==> config.mk <==
export PLATFORM = sky130hd
export DESIGN_NAME = fetch_ctrl
export DESIGN_NICKNAME = d
export VERILOG_FILES = /design/src/rtl/fetch_ctrl.sv
export SDC_FILE = /design/constraint.sdc
export NUM_CORES = 1
export LEC_CHECK = 0
export BUFFER_PORTS_ARGS = -buffer_cell sky130_fd_sc_hd__buf_4
export CAP_MARGIN = 0
export CORE_ASPECT_RATIO = 2
export CORE_UTILIZATION = 45
export CTS_BUF_LIST = sky130_fd_sc_hd__clkbuf_4 sky130_fd_sc_hd__clkbuf_8 sky130_fd_sc_hd__clkbuf_16
export CTS_CLUSTER_SIZE = 28
export DETAILED_ROUTE_END_ITERATION = 7
export PLACE_DENSITY = 0.7
export REMOVE_ABC_BUFFERS = 1
export SKIP_LAST_GASP = 1
export SLEW_MARGIN = 20
export SYNTH_ARGS = -nofsm -noshare
export SYNTH_HDL_FRONTEND = slang
export SYNTH_SLANG_ARGS = --single-unit
==> constraint.sdc <==
create_clock -name clk -period 3.3 [get_ports clk]
set_input_delay 0.165 -clock clk [delete_from_list [all_inputs] [get_ports clk]]
set_output_delay 0.165 -clock clk [all_outputs]
set_load 0.1 [all_outputs]
==> src/rtl/fetch_ctrl.sv <==
// fetch_ctrl: IF-stage fetch sequencer. Owns the program counter and handles
// sequential advance, hazard stalls, redirects with bubble insertion, halt and
// misaligned-target detection.
// Optional feature macro: FETCH_BOUNDS_CHK_EN enables the instruction-memory
// bounds check, which halts with err=2 instead of issuing a PC past the end of
// memory. Without it the PC advances freely and err never reaches 2.
module fetch_ctrl #(
    parameter logic [31:0] RESET_PC         = 32'h0000_0000,
    parameter int          IMEM_DEPTH       = 16,
    parameter int          REDIRECT_BUBBLES = 1
) (
    input  logic        clk,
    input  logic        reset,
    input  logic        stall,
    input  logic        redirect_valid,
    input  logic [31:0] redirect_pc,
    input  logic        halt_req,
    output logic [31:0] fetch_pc,
    output logic        fetch_en,
    output logic        if_valid,
    output logic        flush_if,
    output logic [1:0]  err,
    output logic [2:0]  state,
    output logic [31:0] fetch_count
);

    typedef enum logic [2:0] {
        IDLE   = 3'd0,
        RUN    = 3'd1,
        STALL  = 3'd2,
        BUBBLE = 3'd3,
        HALT   = 3'd4
    } state_t;

    localparam logic [1:0] BUBBLE_LOAD = 2'(REDIRECT_BUBBLES);

    // Bad parameter values would silently truncate the bubble counter.
    if (REDIRECT_BUBBLES < 1 || REDIRECT_BUBBLES > 3 || IMEM_DEPTH < 1) begin : g_param_check
        $error("fetch_ctrl: REDIRECT_BUBBLES must be 1..3 and IMEM_DEPTH positive");
    end

    state_t      cur_state;
    state_t      next_state;
    logic [1:0]  bubble_cnt;
    logic [1:0]  bubble_cnt_next;
    logic [31:0] pc_next;
    logic [1:0]  err_next;
    logic        flush_next;
    logic        halt_entry;
    logic        valid_hold;

    logic        active;
    logic        redirect_act;
    logic        halt_act;
    logic        stall_act;
    logic        can_fetch;
    logic        target_misaligned;
    logic        target_oob;
    logic        step_oob;

`ifdef FETCH_BOUNDS_CHK_EN
    localparam logic [32:0] PC_LIMIT = 33'(IMEM_DEPTH) * 33'd4;

    // Targets or sequential steps at or past the end of memory are never issued.
    assign target_oob = ({1'b0, redirect_pc} >= PC_LIMIT);
    assign step_oob   = (({1'b0, fetch_pc} + 33'd4) >= PC_LIMIT);
`else
    assign target_oob = 1'b0;
    assign step_oob   = 1'b0;
`endif

    // Qualify the raw requests by the states in which they have any effect.
    assign active            = (cur_state == RUN) || (cur_state == STALL) || (cur_state == BUBBLE);
    assign redirect_act      = redirect_valid && (cur_state != IDLE);
    assign halt_act          = halt_req && active;
    assign stall_act         = stall && active;
    assign target_misaligned = (redirect_pc[1:0] != 2'b00);
    assign can_fetch         = (cur_state == RUN) || (cur_state == STALL) ||
                               ((cur_state == BUBBLE) && (bubble_cnt == 2'd1));
    assign fetch_en          = can_fetch && !redirect_act && !halt_act && !stall_act;
    assign valid_hold        = stall_act && !redirect_act && !halt_act;
    assign state             = cur_state;

    // Next-state, next-PC and error decode following the per-cycle priority.
    always_comb begin
        next_state      = cur_state;
        bubble_cnt_next = bubble_cnt;
        pc_next         = fetch_pc;
        err_next        = err;
        flush_next      = 1'b0;
        halt_entry      = 1'b0;

        if (cur_state == IDLE) begin
            if (halt_req) begin
                next_state = HALT;
                halt_entry = 1'b1;
            end else begin
                next_state = RUN;
            end
        end else if (redirect_act) begin
            flush_next = 1'b1;
            if (target_misaligned || target_oob) begin
                if (err == 2'd0) begin
                    err_next = target_misaligned ? 2'd1 : 2'd2;
                end
                next_state      = HALT;
                halt_entry      = (cur_state != HALT);
                bubble_cnt_next = 2'd0;
            end else begin
                pc_next         = redirect_pc;
                next_state      = BUBBLE;
                bubble_cnt_next = BUBBLE_LOAD;
            end
        end else if (cur_state == HALT) begin
            next_state = HALT;
        end else if (halt_act) begin
            next_state      = HALT;
            halt_entry      = 1'b1;
            bubble_cnt_next = 2'd0;
        end else if (stall_act) begin
            if (cur_state != BUBBLE) begin
                next_state = STALL;
            end
        end else begin
            if (cur_state == BUBBLE) begin
                bubble_cnt_next = bubble_cnt - 2'd1;
                next_state      = (bubble_cnt == 2'd1) ? RUN : BUBBLE;
            end else begin
                next_state = RUN;
            end
            if (fetch_en) begin
                if (step_oob) begin
                    if (err == 2'd0) begin
                        err_next = 2'd2;
                    end
                    next_state      = HALT;
                    halt_entry      = 1'b1;
                    bubble_cnt_next = 2'd0;
                end else begin
                    pc_next = fetch_pc + 32'd4;
                end
            end
        end
    end

    // State, PC and qualifier registers; synchronous reset overrides everything.
    always_ff @(posedge clk) begin
        if (reset) begin
            cur_state   <= IDLE;
            bubble_cnt  <= 2'd0;
            fetch_pc    <= RESET_PC;
            if_valid    <= 1'b0;
            flush_if    <= 1'b0;
            err         <= 2'd0;
            fetch_count <= 32'd0;
        end else begin
            cur_state   <= next_state;
            bubble_cnt  <= bubble_cnt_next;
            fetch_pc    <= pc_next;
            flush_if    <= flush_next;
            err         <= err_next;
            fetch_count <= fetch_count + {31'd0, fetch_en};
            if (!valid_hold) begin
                if_valid <= fetch_en && !flush_next && !halt_entry;
            end
        end
    end

endmodule

# Yosys cells after proc, flatten, opt, wreduce, memory -nomap -nowiden
# Cells that the tools add are included.
[op_classes] n_addsub=3 n_eq_ne=13 muxes=30 bitwise_logic=1 reduce_logical=28
[ops] op="$mux 32" n=6
[ops] op="$add 32x1->32" n=1
[ops] op="$add 32x3->32 const B" n=1
[ops] op="$mux 3" n=8
[ops] op="$mux 2" n=7
[ops] op="$logic_and 1x1->1" n=11
[ops] op="$mux 1" n=9
[ops] op="$ne 2x2->1 const B" n=4
[ops] op="$reduce_and 4->1" n=2
[ops] op="$eq 3x2->1 const B" n=2
[ops] op="$ne 3x3->1 const B" n=2
[ops] op="$ne 6x3->1 const B" n=1
[ops] op="$reduce_and 6->1" n=1
[ops] op="$reduce_bool 3->1" n=2
[ops] op="$logic_not 1->1" n=5
[ops] op="$reduce_bool 2->1" n=2
[ops] op="$eq 3x1->1 const B" n=1
[ops] op="$eq 3x3->1 const B" n=1
[ops] op="$logic_not 3->1" n=1
[ops] op="$logic_or 1x1->1" n=3
[ops] op="$ne 3x2->1 const B" n=1
[ops] op="$eq 2x1->1 const B" n=1
[ops] op="$logic_not 2->1" n=1
[ops] op="$sub 2x1->2 const B" n=1
[ops] op="$not 1->1" n=1
[word_totals] register_bits=72 input_bits=37 output_inout_bits=72 word_cells=82

# Logic depth before layout (Yosys ltp)
[depth] word_depth=12 ltp_mapped=13 mapped_depth_nobuf=12

# Worst setup path after synthesis
# No wires, ideal clock.
[synth_path] path_type="reg-to-reg" start="reg cur_state[2], in the netlist state[2]" end="reg fetch_count[24]" setup_ps=128 t_arrival_ps=4259 t_required_ps=3172 path_slack_ps=-1087 path_stages_with_launch=14 path_buffers=3 synth_period_minus_slack_ps=4387 cell_sequence="dfxtp_1 > buf_6 > or3_1 > clkbuf_2 > or3_1 > inv_1 > ha_1 > ha_1 > inv_1 > or4_1 > clkbuf_1 > nor4_1 > xnor2_1 > nor2_1"
[synth_between] elab_chain_cells=8 elab_cells_between_ends=18 classes_between="add/sub: 1; eq/ne: 3; reduce/logical: 14"
[synth_lines] item="start: declaration" line="42" source="state_t cur_state;"
[synth_lines] item="start signal: assignment" line="157" source="cur_state <= next_state;"
[synth_lines] item="$eq 3x1->1 / $eq 3x2->1 (equally long branches)" line="73, 78"
[synth_lines] item="$logic_or 1x1->1" line="73, 78"
[synth_lines] item="$logic_or 1x1->1" line="73" source="assign active = (cur_state == RUN) || (cur_state == STALL) || (cur_state == BUBBLE);"
[synth_lines] item="$logic_and 1x1->1" line="75" source="assign halt_act = halt_req && active;"
[synth_lines] item="$logic_not 1->1" line="80" source="assign fetch_en = can_fetch && !redirect_act && !halt_act && !stall_act;"
[synth_lines] item="$logic_and 1x1->1" line="80"
[synth_lines] item="$logic_and 1x1->1 *" line="80"
[synth_lines] item="named net fetch_en" line="19" source="output logic fetch_en,"
[synth_lines] item="$add 32x1->32 *" line="162" source="fetch_count <= fetch_count + {31'd0, fetch_en};"
[synth_lines] item="end signal: assignment" line="162"
[synth_lines] item="end: declaration" line="24" source="output logic [31:0] fetch_count"
# The timed path passes the listed nets; every way through them passes the cells marked *.
# A chain may end at the register's enable or synchronous reset.

# Worst setup path after layout
[layout_path] start="reg bubble_cnt[0]" end="reg fetch_count[28]"
[layout_between] elab_chain_cells=7
[layout_lines] item="start: declaration" line="44" source="logic [1:0] bubble_cnt;"
[layout_lines] item="start signal: assignment" line="158" source="bubble_cnt <= bubble_cnt_next;"
[layout_lines] item="$eq 2x1->1" line="79" source="((cur_state == BUBBLE) && (bubble_cnt == 2'd1));"
[layout_lines] item="$logic_and 1x1->1" line="79"
[layout_lines] item="$logic_or 1x1->1" line="78" source="assign can_fetch = (cur_state == RUN) || (cur_state == STALL) ||"
[layout_lines] item="$logic_and 1x1->1 (3 in series)" line="80"
[layout_lines] item="$add 32x1->32" line="162"
# No other way between the ends.

==> flow_metrics.tcl <==
set metrics [dict create \
    outcome "finished, final reports clean" \
    fillers 745 \
    antenna_found_initial 0 \
    maxCapViolCount 0 \
    period_share 0.908 \
    drv_slew 0 \
    die_area_sq_um 8950 \
    crit_required_ns 3.50 \
    synth_area_leaders "dfxtp_1 (37%), nor2_1 (5.4%), nand2_1 (4.5%)" \
    cts_root_buf "clkbuf_16" \
    hold_path_class "input pin to flop" \
    vdd_drop_max_uv 353 \
    wl_microns 11200 \
    post-dp-hpwl_microns 8190 \
    leakagePower_nw 1.97 \
    fin_skew_ns 0.00549 \
    ys.flop_type "dfxtp_1" \
    timing.critical_path.mode_cell "ha_1" \
    fin_util 0.619 \
    cts.clk_slew.worst_paths_ns 0.06 \
    grt_max_degree 37 \
    fp.dieH_microns 133 \
    clock_sinks 72 \
    yosys.cell_types.count 60 \
    grt_setup_unrepaired "no" \
    async_flop_share 0 \
    dp.cells 678 \
    path_cells "ha_1 -> and3b_1 -> or3_1 -> inv_1 -> ha_1 -> ha_1 -> inv_1 -> or4_4 -> nor4_1 -> xnor2_1 -> nor2_1" \
    yosys_warnings 0 \
    cts_buffer_depth 2 \
    post_cts_resized 0 \
    place_area_sq_um 4780 \
    route.vias.total 4118 \
    dr.pass1.iters 5 \
    io_pins 109 \
    post_cts_buffers 0 \
    fmax_mhz 334 \
    yosys.area.top_type_share 0.374 \
    syn_area_sq_um 3850 \
    cpMaxStageDelayCell "or4_4" \
    seq_area_frac_synth 0.374 \
    setup_viol 0 \
    final_area_sq_um 5130 \
    wl_per_cell_microns 16.1 \
    core.rowCount 47 \
    finalCriticalPeriod_ns 3.00 \
    initialDrtViolationCount 234 \
    numPortBuffers 107 \
    syn2layout_area_growth_pct 33.2 \
    endpoint_kind "flop" \
    synth_enable_flop_cells 0 \
    nets 632 \
    final_hold_viol_count 0 \
    final_cells 694 \
    synth_common_cells "dfxtp_1 (72), nor2_1 (55), nand2_1 (46), o21ai_0 (29), a21oi_1 (27)" \
    drc 0 \
    path_class "flop to flop" \
    via_per_inst 5.93 \
    critPathMaxStageDelay_ns 0.62 \
    synth.largest_area_cell "dfxtp_1" \
    relSlewSlack 0.298 \
    ant_nets 0 \
    cts_tree "built" \
    drive_gt1_frac 0.248 \
    tightest_slew_ns 1.05 \
    power_density_nw_per_um2 458 \
    cts_made_buffers 9 \
    place_congestion 0.820 \
    grt_overflow_total 0 \
    ys_seq_elements 72 \
    diodes 0 \
    syn_area_per_cell_sq_um 7.87 \
    dieWidth_microns 67.4 \
    grt_usage 0.255 \
    holdBufCountCts 0 \
    cts_htree_levels 3 \
    syn_inst 489 \
    grt_pass1_wl_microns 17700 \
    crit_fanout 12 \
    cp.arrival_ns 3.20 \
    grt_pass1_vias 3842 \
    startpoint_type "flop" \
    core_sq_um 8290 \
    synth.most_common_cell "dfxtp_1" \
    start_util 0.464 \
    insertion_delay_ns 0.32 \
]
## worst paths after layout
path                        from              end  slack, ns  cells past startpoint
setup reg to reg   bubble_cnt[0]  fetch_count[28]       0.30                     11
setup / recovery   bubble_cnt[0]  fetch_count[28]       0.30                     11
hold reg to reg      fetch_pc[0]      fetch_pc[0]       0.49                      1
hold / removal    redirect_pc[3]      fetch_pc[3]       0.12                      3
## layer usage
| layer | wire [microns] | track usage | part of all wire | vias up |
|---|---|---|---|---|
| met5 | 0 | 0 | 0 | - |
| met4 | 373 | 0.129 | 0.033 | 0 |
| met3 | 588 | 0.0466 | 0.053 | 27 |
| met2 | 6130 | 0.463 | 0.55 | 143 |
| met1 | 4090 | 0.263 | 0.37 | 1951 |
| li1 | - | - | - | 1997 |
## area by class of cell
type / instances / area (sq um) / share of cell area
clock inverters: 2 / 60.1 / 0.0117
repair buffers: 122 / 916 / 0.179
flip-flops and latches: 72 / 1440 / 0.281
multi-input cells: 373 / 2260 / 0.440
inverters: 13 / 48.8 / 0.00951
well taps: 98 / 123 / 0.0239
clock buffers: 14 / 282 / 0.0549
## flip-flops by register name, indices dropped and copies added (netlist names)
name / flops
fetch_count: 32
if_valid: 1
bubble_cnt: 2
state: 3
err: 1
fetch_pc: 32
flush_if: 1
## through the flow
| step | worst slack (ns) | setup TNS (ns) | power [W] | hold slack, ns |
|---|---|---|---|---|
| final | 0.303 | 0 | 0.00235 | 0.118 |
| after global routing | 0.154 | 0 | 0.00244 | 0.125 |
| after CTS | 0.133 | 0 | 0.00237 | 0.111 |
| after detailed placement | 0.148 | 0 | 0.00128 | 0.458 |
| after global placement | 0.240 | 0 | 0.00127 | 0.444 |
| after floorplan | -0.956 | -15.41 | 0.00115 | 0.228 |
## cell families (layout without fill, tap and decap cells)
group | count (synthesis) | in the layout | share of synthesized area
simple gates | 220 | 220 | 0.291
compound gates | 118 | 118 | 0.204
flops | 72 | 72 | 0.374
buf+inv | 44 | 151 | 0.0468
xor+xnor | 27 | 27 | 0.0614
fa+ha+maj | 4 | 4 | 0.0130
mux | 3 | 3 | 0.00780
other cells | 1 | 1 | 0.000974
## power breakdown
group          internal, W  total [W]  switching [W]
Combinational     0.000111   0.000349       0.000238
Sequential        0.000888   0.000908      0.0000205
Clock             0.000741    0.00109       0.000351
Total              0.00174    0.00235       0.000610
## worst max-delay path: cells and delay by family (launching register included)
kind,cells,cell delay [ns]
xor gates and xnor gates,1,0.16
adders and majority gates,3,0.56
buffers and inverters,2,0.15
DFF,1,0.35
and+or+nand+nor,5,1.66
## cell usage in the layout, fill, tap and decap left out, types with 2 or more instances in the layout
cell,Yosys,layout
xor2_1,14,14
mux2i_1,3,3
a21o_1,2,2
a21oi_1,27,27
xnor2_1,13,13
and3_1,8,8
a211oi_1,7,7
and4_1,8,8
and2_1,6,6
clkbuf_8,0,3
dfxtp_1,72,72
o31ai_1,7,7
or3_1,7,7
clkbuf_4,0,2
bufinv_16,0,2
o22a_1,2,2
nor4_1,9,9
o41ai_1,2,2
nand4_1,25,25
o21ai_0,29,29
a31oi_1,6,6
o32ai_1,3,3
nand2b_1,2,2
nor2b_1,6,6
a22oi_1,6,6
nand3_1,23,23
or4_1,4,3
or2_2,3,3
o31a_1,4,4
nor3b_1,2,2
ha_1,4,4
nor3_1,12,12
inv_1,13,13
nand2_1,46,46
clkbuf_16,0,9
o22ai_1,5,5
nor2_1,55,55
o211ai_1,2,2
buf_4,1,122
(Power assumes the default switching activity.)
